--- src/rtl/regbank_exec_if.sv ---
// Bus between the execute stage, its upstream issuer and the 4 x 32 register bank.
// master = issuer/bank side, slave = regbank_exec.
interface regbank_exec_if;
    logic        in_valid;
    logic        in_ready;
    logic [2:0]  op;
    logic [1:0]  sr1;
    logic [1:0]  sr2;
    logic [1:0]  dr;
    logic [1:0]  rd_sr1;
    logic [1:0]  rd_sr2;
    logic [31:0] rd_data1;
    logic [31:0] rd_data2;
    logic        wr_en;
    logic [1:0]  wr_dr;
    logic [31:0] wr_data;
    logic        busy;

    modport master (
        output in_valid, op, sr1, sr2, dr, rd_data1, rd_data2,
        input  in_ready, rd_sr1, rd_sr2, wr_en, wr_dr, wr_data, busy
    );

    modport slave (
        input  in_valid, op, sr1, sr2, dr, rd_data1, rd_data2,
        output in_ready, rd_sr1, rd_sr2, wr_en, wr_dr, wr_data, busy
    );
endinterface

--- src/rtl/regbank_exec.sv ---
// Single-issue execute stage: ALU ops plus a 32-step shift-add multiplier writing back to the bank.
// Define REGBANK_EXEC_FWD_EN to enable the write-back bypass (otherwise issue stalls while wr_en=1).
module regbank_exec (
    input  logic          i_clk,
    input  logic          i_rst,
    regbank_exec_if.slave exec_if,
    output logic          o_dbg_state
);
    // Handshake: an op transfers on a rising edge where in_valid && in_ready;
    // op/sr1/sr2/dr are sampled only on that edge, and in_valid may drop unaccepted.

    localparam logic [2:0] OP_ADD = 3'b000;
    localparam logic [2:0] OP_SUB = 3'b001;
    localparam logic [2:0] OP_AND = 3'b010;
    localparam logic [2:0] OP_OR  = 3'b011;
    localparam logic [2:0] OP_XOR = 3'b100;
    localparam logic [2:0] OP_SLL = 3'b101;
    localparam logic [2:0] OP_MUL = 3'b110;
    localparam logic [2:0] OP_NOP = 3'b111;

    typedef enum logic {
        S_IDLE = 1'b0,
        S_MUL  = 1'b1
    } state_t;

    state_t      r_state;
    logic        r_wr_en;
    logic [1:0]  r_wr_dr;
    logic [31:0] r_wr_data;
    logic        r_busy;
    logic [31:0] r_mcand;
    logic [31:0] r_mplier;
    logic [31:0] r_acc;
    logic [4:0]  r_cnt;
    logic [1:0]  r_mul_dr;

    logic [31:0] w_a;
    logic [31:0] w_b;
    logic [31:0] w_alu;
    logic [31:0] w_step_acc;
    logic        w_in_ready;
    logic        w_accept;

`ifdef REGBANK_EXEC_FWD_EN
    assign w_a        = (r_wr_en && (r_wr_dr == exec_if.sr1)) ? r_wr_data : exec_if.rd_data1;
    assign w_b        = (r_wr_en && (r_wr_dr == exec_if.sr2)) ? r_wr_data : exec_if.rd_data2;
    assign w_in_ready = (r_state == S_IDLE) && !i_rst;
`else
    // Without bypass, hold off issue during the write cycle so reads see the updated bank.
    assign w_a        = exec_if.rd_data1;
    assign w_b        = exec_if.rd_data2;
    assign w_in_ready = (r_state == S_IDLE) && !i_rst && !r_wr_en;
`endif

    assign w_accept   = exec_if.in_valid && w_in_ready;
    assign w_step_acc = r_acc + (r_mplier[0] ? r_mcand : 32'd0);

    always_comb begin
        w_alu = 32'd0;
        case (exec_if.op)
            OP_ADD:  w_alu = w_a + w_b;
            OP_SUB:  w_alu = w_a - w_b;
            OP_AND:  w_alu = w_a & w_b;
            OP_OR:   w_alu = w_a | w_b;
            OP_XOR:  w_alu = w_a ^ w_b;
            OP_SLL:  w_alu = w_a << w_b[4:0];
            default: w_alu = 32'd0;
        endcase
    end

    always_ff @(posedge i_clk) begin
        if (i_rst) begin
            r_state   <= S_IDLE;
            r_wr_en   <= 1'b0;
            r_wr_dr   <= 2'd0;
            r_wr_data <= 32'd0;
            r_busy    <= 1'b0;
            r_mcand   <= 32'd0;
            r_mplier  <= 32'd0;
            r_acc     <= 32'd0;
            r_cnt     <= 5'd0;
            r_mul_dr  <= 2'd0;
        end else begin
            r_wr_en <= 1'b0;
            case (r_state)
                S_IDLE: begin
                    if (w_accept) begin
                        if (exec_if.op == OP_MUL) begin
                            r_mcand  <= w_a;
                            r_mplier <= w_b;
                            r_acc    <= 32'd0;
                            r_cnt    <= 5'd0;
                            r_mul_dr <= exec_if.dr;
                            r_busy   <= 1'b1;
                            r_state  <= S_MUL;
                        end else if (exec_if.op != OP_NOP) begin
                            r_wr_en   <= 1'b1;
                            r_wr_data <= w_alu;
                            r_wr_dr   <= exec_if.dr;
                        end
                    end
                end
                S_MUL: begin
                    r_acc    <= w_step_acc;
                    r_mcand  <= r_mcand << 1;
                    r_mplier <= r_mplier >> 1;
                    r_cnt    <= r_cnt + 5'd1;
                    // Step 31 is the last: publish the product directly from the step sum.
                    if (r_cnt == 5'd31) begin
                        r_wr_en   <= 1'b1;
                        r_wr_data <= w_step_acc;
                        r_wr_dr   <= r_mul_dr;
                        r_busy    <= 1'b0;
                        r_state   <= S_IDLE;
                    end
                end
                default: r_state <= S_IDLE;
            endcase
        end
    end

    assign exec_if.in_ready = w_in_ready;
    assign exec_if.rd_sr1   = exec_if.sr1;
    assign exec_if.rd_sr2   = exec_if.sr2;
    assign exec_if.wr_en    = r_wr_en;
    assign exec_if.wr_dr    = r_wr_dr;
    assign exec_if.wr_data  = r_wr_data;
    assign exec_if.busy     = r_busy;
    assign o_dbg_state      = r_state;
endmodule
--- src/flat_wrapper.sv ---
// flat-port wrapper written by rule: the top's interface ports become plain ports
module regbank_exec_flat 
  (i_clk, i_rst, o_dbg_state, exec_if_in_valid, exec_if_op, exec_if_sr1, exec_if_sr2, exec_if_dr, exec_if_rd_data1, exec_if_rd_data2, exec_if_in_ready, exec_if_rd_sr1, exec_if_rd_sr2, exec_if_wr_en, exec_if_wr_dr, exec_if_wr_data, exec_if_busy);
  regbank_exec_if exec_if_i ();
  input  logic i_clk;
  input  logic i_rst;
  output logic o_dbg_state;
  input wire logic [$bits(exec_if_i.in_valid)-1:0] exec_if_in_valid;
  input wire logic [$bits(exec_if_i.op)-1:0] exec_if_op;
  input wire logic [$bits(exec_if_i.sr1)-1:0] exec_if_sr1;
  input wire logic [$bits(exec_if_i.sr2)-1:0] exec_if_sr2;
  input wire logic [$bits(exec_if_i.dr)-1:0] exec_if_dr;
  input wire logic [$bits(exec_if_i.rd_data1)-1:0] exec_if_rd_data1;
  input wire logic [$bits(exec_if_i.rd_data2)-1:0] exec_if_rd_data2;
  output wire logic [$bits(exec_if_i.in_ready)-1:0] exec_if_in_ready;
  output wire logic [$bits(exec_if_i.rd_sr1)-1:0] exec_if_rd_sr1;
  output wire logic [$bits(exec_if_i.rd_sr2)-1:0] exec_if_rd_sr2;
  output wire logic [$bits(exec_if_i.wr_en)-1:0] exec_if_wr_en;
  output wire logic [$bits(exec_if_i.wr_dr)-1:0] exec_if_wr_dr;
  output wire logic [$bits(exec_if_i.wr_data)-1:0] exec_if_wr_data;
  output wire logic [$bits(exec_if_i.busy)-1:0] exec_if_busy;
  assign exec_if_i.in_valid = exec_if_in_valid;
  assign exec_if_i.op = exec_if_op;
  assign exec_if_i.sr1 = exec_if_sr1;
  assign exec_if_i.sr2 = exec_if_sr2;
  assign exec_if_i.dr = exec_if_dr;
  assign exec_if_i.rd_data1 = exec_if_rd_data1;
  assign exec_if_i.rd_data2 = exec_if_rd_data2;
  assign exec_if_in_ready = exec_if_i.in_ready;
  assign exec_if_rd_sr1 = exec_if_i.rd_sr1;
  assign exec_if_rd_sr2 = exec_if_i.rd_sr2;
  assign exec_if_wr_en = exec_if_i.wr_en;
  assign exec_if_wr_dr = exec_if_i.wr_dr;
  assign exec_if_wr_data = exec_if_i.wr_data;
  assign exec_if_busy = exec_if_i.busy;
  regbank_exec u_core (.i_clk(i_clk), .i_rst(i_rst), .exec_if(exec_if_i), .o_dbg_state(o_dbg_state));
endmodule
--- config.mk ---
export PLATFORM = sky130hd
export DESIGN_NAME = regbank_exec_flat
export DESIGN_NICKNAME = d
export VERILOG_FILES = /design/src/rtl/regbank_exec_if.sv /design/src/rtl/regbank_exec.sv /design/src/flat_wrapper.sv
export SDC_FILE = /design/constraint.sdc
export NUM_CORES = 1
export LEC_CHECK = 0
export ABC_AREA = 1
export CELL_PAD_IN_SITES_DETAIL_PLACEMENT = 1
export CELL_PAD_IN_SITES_GLOBAL_PLACEMENT = 1
export CORE_MARGIN = 10
export CORE_UTILIZATION = 40
export CTS_BUF_LIST = sky130_fd_sc_hd__clkbuf_16
export DETAILED_ROUTE_END_ITERATION = 16
export GPL_ROUTABILITY_DRIVEN = 0
export PLACE_DENSITY_LB_ADDON = 0.1
export SLEW_MARGIN = 20
export SYNTH_ARGS = -nofsm -noshare
export SYNTH_HDL_FRONTEND = slang
export SYNTH_SLANG_ARGS = --single-unit
export TNS_END_PERCENT = 5
--- constraint.sdc ---
create_clock -name i_clk -period 5.45 [get_ports i_clk]
set_input_delay 1.09 -clock i_clk [delete_from_list [all_inputs] [get_ports i_clk]]
set_output_delay 1.09 -clock i_clk [all_outputs]
set_load 0.01 [all_outputs]
==> qor.txt, run 1 <==
Worst EP required: 5840 ps
Pre-Repair DR Iteration Count: 5
vias in the first global route: 16,400
R2R Setup Slk: 2470 ps
Critical Path Sink Type: register
Initial Utilization: 40.5%
# clock sinks: 140
top post-synthesis cells by area: nand2_1 21%, dfxtp_1 20%, ha_1 12%, inv_1 7.1%, a21oi_1 6.4%
die height: 207 um
CTS max path bufs: 2
global-route wire length before repair: 94.1 mm
Crit Path Category: in2reg
slew of the pin with the lowest slew margin: 1110 ps
Final Setup Violations: 0
Worst Skew: 17.1 ps
core box area: 34,500 um2
setup TNS: 0 ps
drt initial violations: 1,373
Area Growth Syn to Fin: 13.7%
Avg WL per Cell: 21.4 um
Hold Buf Count CTS: 0
Clock Tree Root: clkbuf_16
post-layout min period: 4670 ps
Residual DRC: 0
Final period util: 85.8%
# rows: 68
htree depth: 4
most frequent cells in the layout: 789 x nand2_1, 264 x inv_1, 179 x a21oi_1
TritonCTS buffer count: 17
Rel. slew slack: 26.1%
Ports: 118
I/O Buffers: 109
Vias/cell: 5.69
sequential area share after synthesis: 20.1%
CTS tree: built
CP startpoint kind: input pin
Slew Limit Fails: 0
synthesized flop and latch total: 140
post-CTS setup buffer count: 0
Syn Area/Cell: 5.93 um2
cells after synthesis: 2,356
Synth top area share: 21.2%
WP data arrival: 5060 ps
# fillers: 4,782
RR Startpoint: u_core.r_mplier[0]
critical path launch point: exec_if_rd_data2[4]
largest net degree at the start of global routing: 92
CP max FO: 9
Final Non-Filler Cells: 2,876
reg-to-reg endpoint: u_core.exec_if.wr_data[18]
total congestion overflow: 0
status: completed
most common cell after layout, fill and taps aside: nand2_1
DR vias: 16,400
post-synth net total: 2,564
n_diodes: 0
synthesized cell area: 14,000 um2
post-CTS sizing: 0
max_cap viols: 0
largest area contributor in the synthesized netlist: nand2_1
worst r2r path cells: 18
Hold Worst Slack: 469 ps
RSZ-0062 raised after global routing: no
DRT antenna net count: 0
PD cells: 203 nW/um2
Max IR drop VDD: 239 uV
total track usage: 28.4%
Die X-Extent: 207 um
layout cell share with drive strength beyond 1: 4.25%
Clock transition at path regs: 60 ps
Final Net Count: 2,617
dpl cells: 2,845
leakage dissipation: 7.59 nW
clock insertion delay at the later pin of the skew report: 470 ps
Distinct cells, synth: 50
DIE AREA: 42,800 um2
HP Class: reg2reg
antenna violations before repair: 1
Max Freq: 214 MHz
Yosys Warn Count: 0
Final Hold Fails: 0
Setup crit end: u_core.exec_if.wr_data[27]
final WL: 61.5 mm
DP Wirelength: 48.0 mm
-- registers in the layout, summed over array words and instances (netlist names) --
register and count:
u_core.exec_if.busy 1, u_core.exec_if.wr_data 32, u_core.exec_if.wr_dr 2, u_core.exec_if.wr_en 1
u_core.o_dbg_state 1, u_core.r_acc 32, u_core.r_cnt 5, u_core.r_mcand 32
u_core.r_mplier 32, u_core.r_mul_dr 2
-- where the power goes --
group	total [W]	internal [W]	switching [W]	leakage, nW
logic	0.000943	0.000305	0.000639	6.18
clock network	0.00122	0.000671	0.000545	0.273
registers	0.00107	0.00105	0.0000191	1.13
-- Yosys cell counts, drive strengths merged --
| cell type | count |
|---|---|
| and2 | 1 |
| o221ai | 1 |
| clkinv | 2 |
| buf | 57 |
| nor3 | 20 |
| dfxtp | 140 |
| nand3 | 169 |
| o21ai | 158 |
| a31oi | 73 |
| inv | 278 |
| fa | 2 |
| o21a | 5 |
| o41ai | 1 |
| nor2 | 171 |
| nand2 | 792 |
| or2 | 8 |
| a21o | 4 |
| ha | 130 |
| a221oi | 21 |
| o21bai | 7 |
| a21oi | 180 |
| o31ai | 3 |
| a21boi | 3 |
| o211ai | 26 |
| a22oi | 2 |
| clkbuf | 43 |
| nand3b | 9 |
| mux2i | 2 |
| nand4 | 12 |
| xor2 | 31 |
| nor4 | 5 |
-- stage by stage --
stage	util [%]	power (W)	setup WS [ps]	area (um2)
6_report	46.1	0.00323	775	15900
3_3_place_gp	44.4	0.00199	421	15300
5_1_grt	46.1	0.00337	470	15900
2_1_floorplan	-	0.00163	1540	14000
3_5_place_dp	44.4	0.00201	375	15300
4_1_cts	46.1	0.00321	825	15900
-- cells by family (layout without fill, tap and decap cells) --
family / count (synthesis) / in the layout / share of synthesized area [%]
adder cells (fa/ha/maj): 132 / 132 / 11.9
flip-flops: 140 / 140 / 20.1
multiplexers: 2 / 2 / 0.143
AND/OR/NAND/NOR: 1187 / 1187 / 34.9
buffers and inverters: 380 / 445 / 11.2
XOR/XNOR: 31 / 31 / 1.94
AO/OA/AOI/OAI: 484 / 484 / 19.8
-- routing by layer --
metal  vias to the layer above  track usage (%)  part of all wire, %  wire [um]
met3                       105             3.31                  5.5       3360
li1                       7832                -                    -          -
met2                       505             47.7                   46      28600
met1                      7909             36.9                   45      27600
met4                         0             10.1                  3.2       1970
met5                         -                0                    0          0
-- worst max-delay path, cell delays in order --
cell	delay (ps)
clkdlybuf4s50_1	630
clkinv_2	250
nand4_1	130
nor2_2	180
nand3_2	120
nor2_2	190
nand2_1	80
nand2_1	120
o21a_2	190
o21ai_1	80
xor2_1	160
ha_1	370
nand2_1	120
nor2_1	200
nand2_1	180
nor2_1	120
o21ai_0	250
nand3_1	150
nand3_1	90
nand2_1	150
nand2_1	70
a21oi_1	130
-- cell type report --
class | instances | area, um2 | area share, %
clock buffer | 17 | 425 | 2.68
clock inverter | 14 | 145 | 0.914
inverter | 280 | 1050 | 6.64
multi-input combinational | 1836 | 9600 | 60.5
sequential | 140 | 2810 | 17.7
tap | 455 | 569 | 3.59
timing repair buffer | 134 | 1270 | 8.01
-- worst min-delay path by stage --
| stage | from | endpoint | slack [ps] | depth (start not counted) |
|---|---|---|---|---|
| 2_1_floorplan | u_core.r_cnt[4] | u_core.r_cnt[4] | 440 | 2 |
| 3_3_place_gp | u_core.r_cnt[4] | u_core.r_cnt[4] | 450 | 2 |
| 3_5_place_dp | u_core.r_acc[3] | u_core.r_acc[3] | 460 | 2 |
| 4_1_cts | u_core.r_acc[3] | u_core.r_acc[3] | 470 | 2 |
| 5_1_grt | u_core.r_mcand[31] | u_core.r_mcand[31] | 490 | 2 |
| 6_report | u_core.r_cnt[4] | u_core.r_cnt[4] | 470 | 2 |
No activity file was read; power rests on OpenSTA's default activity.
==> inputs of run 2 (changes only) <==
- CORE_ASPECT_RATIO: unset -> 0.9
==> qor.txt, run 2 (synthesized netlist as in run 1, its figures left out) <==
status: completed
Max Freq: 213 MHz (-0.57%)
HP Class: reg2reg
Final Net Count: 2,617 (unchanged)
PD cells: 205 nW/um2 (+0.79%)
met2 Usage GRT: 44.9% (-2.8 points)
Top Usage Layer GRT: met2
Clock Tree Root: clkbuf_16
Area Growth Syn to Fin: 14.0%
htree depth: 4 (unchanged)
Hold Worst Slack: 471 ps (+2.12 ps)
drt initial violations: 1,417 (+3.2%)
post-CTS setup buffer count: 0 (unchanged)
Vias/cell: 5.72 (+0.55%)
RSZ-0062 raised after global routing: no
CP max-delay cell: clkdlybuf4s50_1
DP Wirelength: 48.4 mm (+0.80%)
Crit Path Category: in2reg
CP startpoint kind: input pin
post-layout min period: 4700 ps (+26.9 ps)
antenna violations before repair: 0 (-1)
Max IR drop VDD: 247 uV (+3.7%)
Final Setup Violations: 0 (unchanged)
DIE AREA: 42,800 um2 (about the same)
Initial Utilization: 40.8% (+0.31 points)
CTS max path bufs: 2 (unchanged)
CP Buf/Inv Count: 3 (+1)
n_diodes: 0 (unchanged)
clock insertion delay at the later pin of the skew report: 460 ps (about the same)
Flop pwr share: 32.8% (-0.3 points)
P_int: 0.00207 W (+2.3%)
Hold Buf Count CTS: 0 (unchanged)
post-CTS sizing: 0 (unchanged)
DR vias: 16,500 (+0.83%)
DRT antenna net count: 0 (unchanged)
most frequent cells in the layout: 789 x nand2_1, 266 x inv_1, 179 x a21oi_1
Comb pwr share: 28.8% (-0.5 points)
leakage dissipation: 7.61 nW (+0.25%)
total track usage: 28.2% (-0.24 points)
Slew Limit Fails: 0 (unchanged)
Ports: 118 (unchanged)
global-route wire length before repair: 94.8 mm (+0.78%)
most used cell, CP: nand2_1
TritonCTS buffer count: 17 (unchanged)
Avg WL per Cell: 21.3 um (-0.27%)
CP max stage delay: 720 ps (+90 ps)
most common cell after layout, fill and taps aside: nand2_1
Final period util: 86.3% (+0.49 points)
CP Cell Sequence: clkdlybuf4s50_1 > nor2_2 > nand2_2 > nor2_4 > nand3_2 > nor2_4 > inv_2 > o41ai_4 > xor2_1 > inv_1 > ha_1 > nand2_1 > nor2_1 > nand2_1 > nor2_1 > o21ai_0 > nand3_1 > nand3_1 > nand2_1 > nand2_1 > a21oi_1
Net Sw Frac: 36.5% (-0.81 points)
layout cell share with drive strength beyond 1: 4.17% (-0.084 points)
# clock sinks: 140 (unchanged)
Sw Pwr: 0.00119 W (-1.2%)
Rel. slew slack: 39.9% (+14 points)
Crit path max-delay family: simple AND/OR/NAND/NOR gates
total congestion overflow: 0 (unchanged)
met1 Use GR: 37.6% (+0.68 points)
max_cap viols: 0 (unchanged)
Worst Skew: 11.7 ps (-5.33 ps)
Pre-Repair DR Iteration Count: 5 (unchanged)
Die X-Extent: 217 um (+4.9%)
I/O Buffers: 109 (unchanged)
CP max FO: 12 (+3)
core box area: 34,200 um2 (-0.77%)
Clock transition at path regs: 70 ps (about the same)
Residual DRC: 0 (unchanged)
setup TNS: 0 ps (unchanged)
largest net degree at the start of global routing: 69 (-25%)
CTS tree: built
WP data arrival: 5080 ps (+20 ps)
# rows: 64 (-5.9%)
vias in the first global route: 16,400 (-0.15%)
Final Hold Fails: 0 (unchanged)
met3 usage: 4.76% (+1.5 points)
Critical Path Sink Type: register
clock network power share: 38.5% (+0.8 points)
final WL: 61.5 mm (about the same)
die height: 197 um (-4.6%)
Worst EP required: 5830 ps (about the same)
slew of the pin with the lowest slew margin: 901 ps (-207 ps)
run 2: changes by cell type in the layout (fill, tap and decap cells not counted), sizes merged:
cell / before / now
clkinvlp: 3 / 2
inv: 279 / 281
bufinv: 2 / 3
clkinv: 10 / 9
run 2: worst paths after layout:
kind                                                    to           startpoint  slack (ps)  cells after the start
worst max-delay path            u_core.exec_if.wr_data[27]  exec_if_rd_data2[2]         750                     21
worst min register to register             u_core.r_acc[4]      u_core.r_acc[4]         470                      2
worst max register to register  u_core.exec_if.wr_data[14]   u_core.o_dbg_state        2130                      7
worst min-delay path                       u_core.r_acc[4]      u_core.r_acc[4]         470                      2
run 2: tightest hold or removal path: cells and delay by family (launching register included):
kind / cells / cell delay, ps
DFF: 1 / 320
and+or+nand+nor: 1 / 60
AOI/OAI and AO/OA: 1 / 50
run 2: final cells by class:
type / count / area, um2
multi-input combinational: 1836 / 9600
sequential: 140 / 2810
inverter: 280 / 1050
timing repair buffer: 134 / 1270
clock inverter: 15 / 171
fill: 4745 / 18300
clock buffer: 17 / 425
tap: 462 / 578
run 2: metrics by stage:
stage | power (W) | setup slack (ps) | utilization, % | std cells | cell area [um2]
final | 0.00326 | 748 | 46.5 | 2884 | 15900
after global routing | 0.00341 | 369 | 46.5 | 2884 | 15900
after CTS | 0.00326 | 851 | 46.5 | 2884 | 15900
after detailed placement | 0.00200 | 401 | 44.8 | 2852 | 15300
after global placement | 0.00198 | 420 | 44.8 | 2852 | 15300
after floorplan | 0.00163 | 1540 | - | 2356 | 14000
run 2: power groups by stage:
stage,sequential (W),clock [W],combinational (W)
3_3_place_gp,0.00109,0,0.000891
2_1_floorplan,0.00109,0,0.000542
4_1_cts,0.00107,0.00127,0.000919
6_report,0.00107,0.00125,0.000938
5_1_grt,0.00107,0.00131,0.00102
3_5_place_dp,0.00109,0,0.000911
run 2: per-layer routing:
| layer | part of all wire (%) | routed length (um) | vias to the layer above |
|---|---|---|---|
| met5 | 0 | 0 | - |
| met4 | 3.1 | 1940 | 0 |
| met3 | 6.1 | 3760 | 100 |
| met2 | 44 | 27300 | 555 |
| met1 | 46 | 28500 | 7999 |
| li1 | - | - | 7833 |
==> inputs of run 3 (changes only) <==
- ABC_CLOCK_PERIOD_IN_PS: unset -> 5450
- GPL_ROUTABILITY_DRIVEN: 0 -> unset
==> qor.txt, run 3 (synthesized netlist as in run 1, its figures left out) <==
layout cell share with drive strength beyond 1: 4.49% (+0.32 points)
Clock transition at path regs: 70 ps (about the same)
CP startpoint kind: input pin
Residual DRC: 0 (unchanged)
HP Class: reg2reg
post-layout min period: 4800 ps (+103 ps)
PD cells: 199 nW/um2 (-2.6%)
post-CTS setup buffer count: 0 (unchanged)
total congestion overflow: 0 (unchanged)
Avg WL per Cell: 22.4 um (+4.8%)
final WL: 64.6 mm (+5.0%)
Vias/cell: 5.68 (-0.58%)
RSZ-0062 raised after global routing: no
I/O Buffers: 109 (unchanged)
Util after Layout: 46.6% (about the same)
status: completed
Max IR drop VDD: 234 uV (-5.5%)
Final Setup Violations: 0 (unchanged)
final worst slack: 646 ps (-103 ps)
dpl cells: 2,858 (+0.21%)
Worst EP required: 5860 ps (+30 ps)
Initial Utilization: 40.8% (unchanged)
DIE AREA: 42,800 um2 (unchanged)
DR vias: 16,400 (-0.37%)
die height: 197 um (unchanged)
largest net degree at the start of global routing: 102 (+48%)
Pre-Repair DR Iteration Count: 5 (unchanged)
critical path launch point: exec_if_rd_data2[4]
n_diodes: 0 (unchanged)
Crit Path Category: in2reg
Area Growth Syn to Fin: 14.0% (about the same)
total track usage: 29.7% (+1.5 points)
gp weighted congestion: 0.998
Max Freq: 208 MHz (-2.1%)
RR Startpoint: u_core.r_mplier[0]
dpl ws: 260 ps (-141 ps)
Slew Limit Fails: 0 (unchanged)
Die X-Extent: 217 um (unchanged)
most frequent cells in the layout: 789 x nand2_1, 266 x inv_1, 179 x a21oi_1
# clock sinks: 140 (unchanged)
core box area: 34,200 um2 (unchanged)
global-route wire length before repair: 98.3 mm (+3.7%)
CTS tree: built
antenna violations before repair: 1 (+1)
htree depth: 4 (unchanged)
Final Hold Fails: 0 (unchanged)
clock insertion delay at the later pin of the skew report: 480 ps (+20 ps)
Clock Tree Root: clkbuf_16
Rel. slew slack: 27.2% (-13 points)
CP max FO: 10 (-2)
power consumption: 0.00317 W (-2.6%)
# fillers: 4,760 (+0.32%)
Hold Startpoint: u_core.r_acc[3]
TritonCTS buffer count: 17 (unchanged)
Final Net Count: 2,623 (+0.23%)
drt initial violations: 1,325 (-6.5%)
Final Non-Filler Cells: 2,890 (+0.21%)
most common cell after layout, fill and taps aside: nand2_1
CTS max path bufs: 2 (unchanged)
DRT antenna net count: 0 (unchanged)
max_cap viols: 0 (unchanged)
Final period util: 88.2% (+1.9 points)
Hold Buf Count CTS: 0 (unchanged)
Ports: 118 (unchanged)
post-CTS sizing: 0 (unchanged)
setup TNS: 0 ps (unchanged)
Worst Skew: 18.3 ps (+6.53 ps)
WP data arrival: 5210 ps (+130 ps)
# rows: 64 (unchanged)
DP Wirelength: 50.5 mm (+4.3%)
slew of the pin with the lowest slew margin: 1090 ps (+190 ps)
leakage dissipation: 7.63 nW (+0.23%)
Critical Path Sink Type: register
vias in the first global route: 16,800 (+2.7%)
[run 3: path summary, 6_finish.rpt]
check                               endpoint  slack, ps  cells after the start
setup / recovery  u_core.exec_if.wr_data[27]        650                     21
hold / removal               u_core.r_acc[3]        470                      2
setup reg to reg  u_core.exec_if.wr_data[25]       2430                     15
hold reg to reg              u_core.r_acc[3]        470                      2
[run 3: metrics by stage]
stage | instance area, um2 | hold slack, ps
global route | 15900 | 493
detailed placement | 15400 | 462
floorplan | 14000 | 444
CTS | 15900 | 470
global placement | 15400 | 452
finish | 15900 | 469
[run 3: routing by layer]
metal | share of wire, % | up-vias | routed length (um) | global-route usage [%]
met1 | 46 | 7978 | 29600 | 38.5
met5 | 0 | - | 0 | 0
met2 | 44 | 499 | 28700 | 47.8
li1 | - | 7833 | - | -
met3 | 5.8 | 116 | 3750 | 5.01
met4 | 3.8 | 0 | 2480 | 12.6
[run 3: cell type report]
cell class,count,area [um2],area share (%)
flip-flops and latches,140,2810,17.6
inverters,280,1050,6.61
clock buffers,18,450,2.83
repair buffers,140,1330,8.35
clock inverters,14,93.8,0.590
well taps,462,578,3.63
multi-input cells,1836,9610,60.4
[run 3: power breakdown]
| part | leakage (nW) | total, W | switching (W) | internal (W) |
|---|---|---|---|---|
| clock | 0.272 | 0.00115 | 0.000546 | 0.000607 |
| sequential | 1.13 | 0.00107 | 0.0000192 | 0.00105 |
| combinational | 6.22 | 0.000954 | 0.000646 | 0.000308 |
[run 3: critical path, cell delays in order]
cell and delay, ps:
clkdlybuf4s50_1 660, nor2_8 340, nand2_2 100, nor2_4 170, nand3_2 150, nor2_4 190, inv_2 80, o41ai_4 220
xor2_1 170, inv_1 60, ha_1 390, nand2_1 130, nor2_1 220, nand2_1 180, nor2_1 140, o21ai_0 300
nand3_1 160, nand3_1 130, nand2_1 110, nand2_1 70, a21oi_1 150
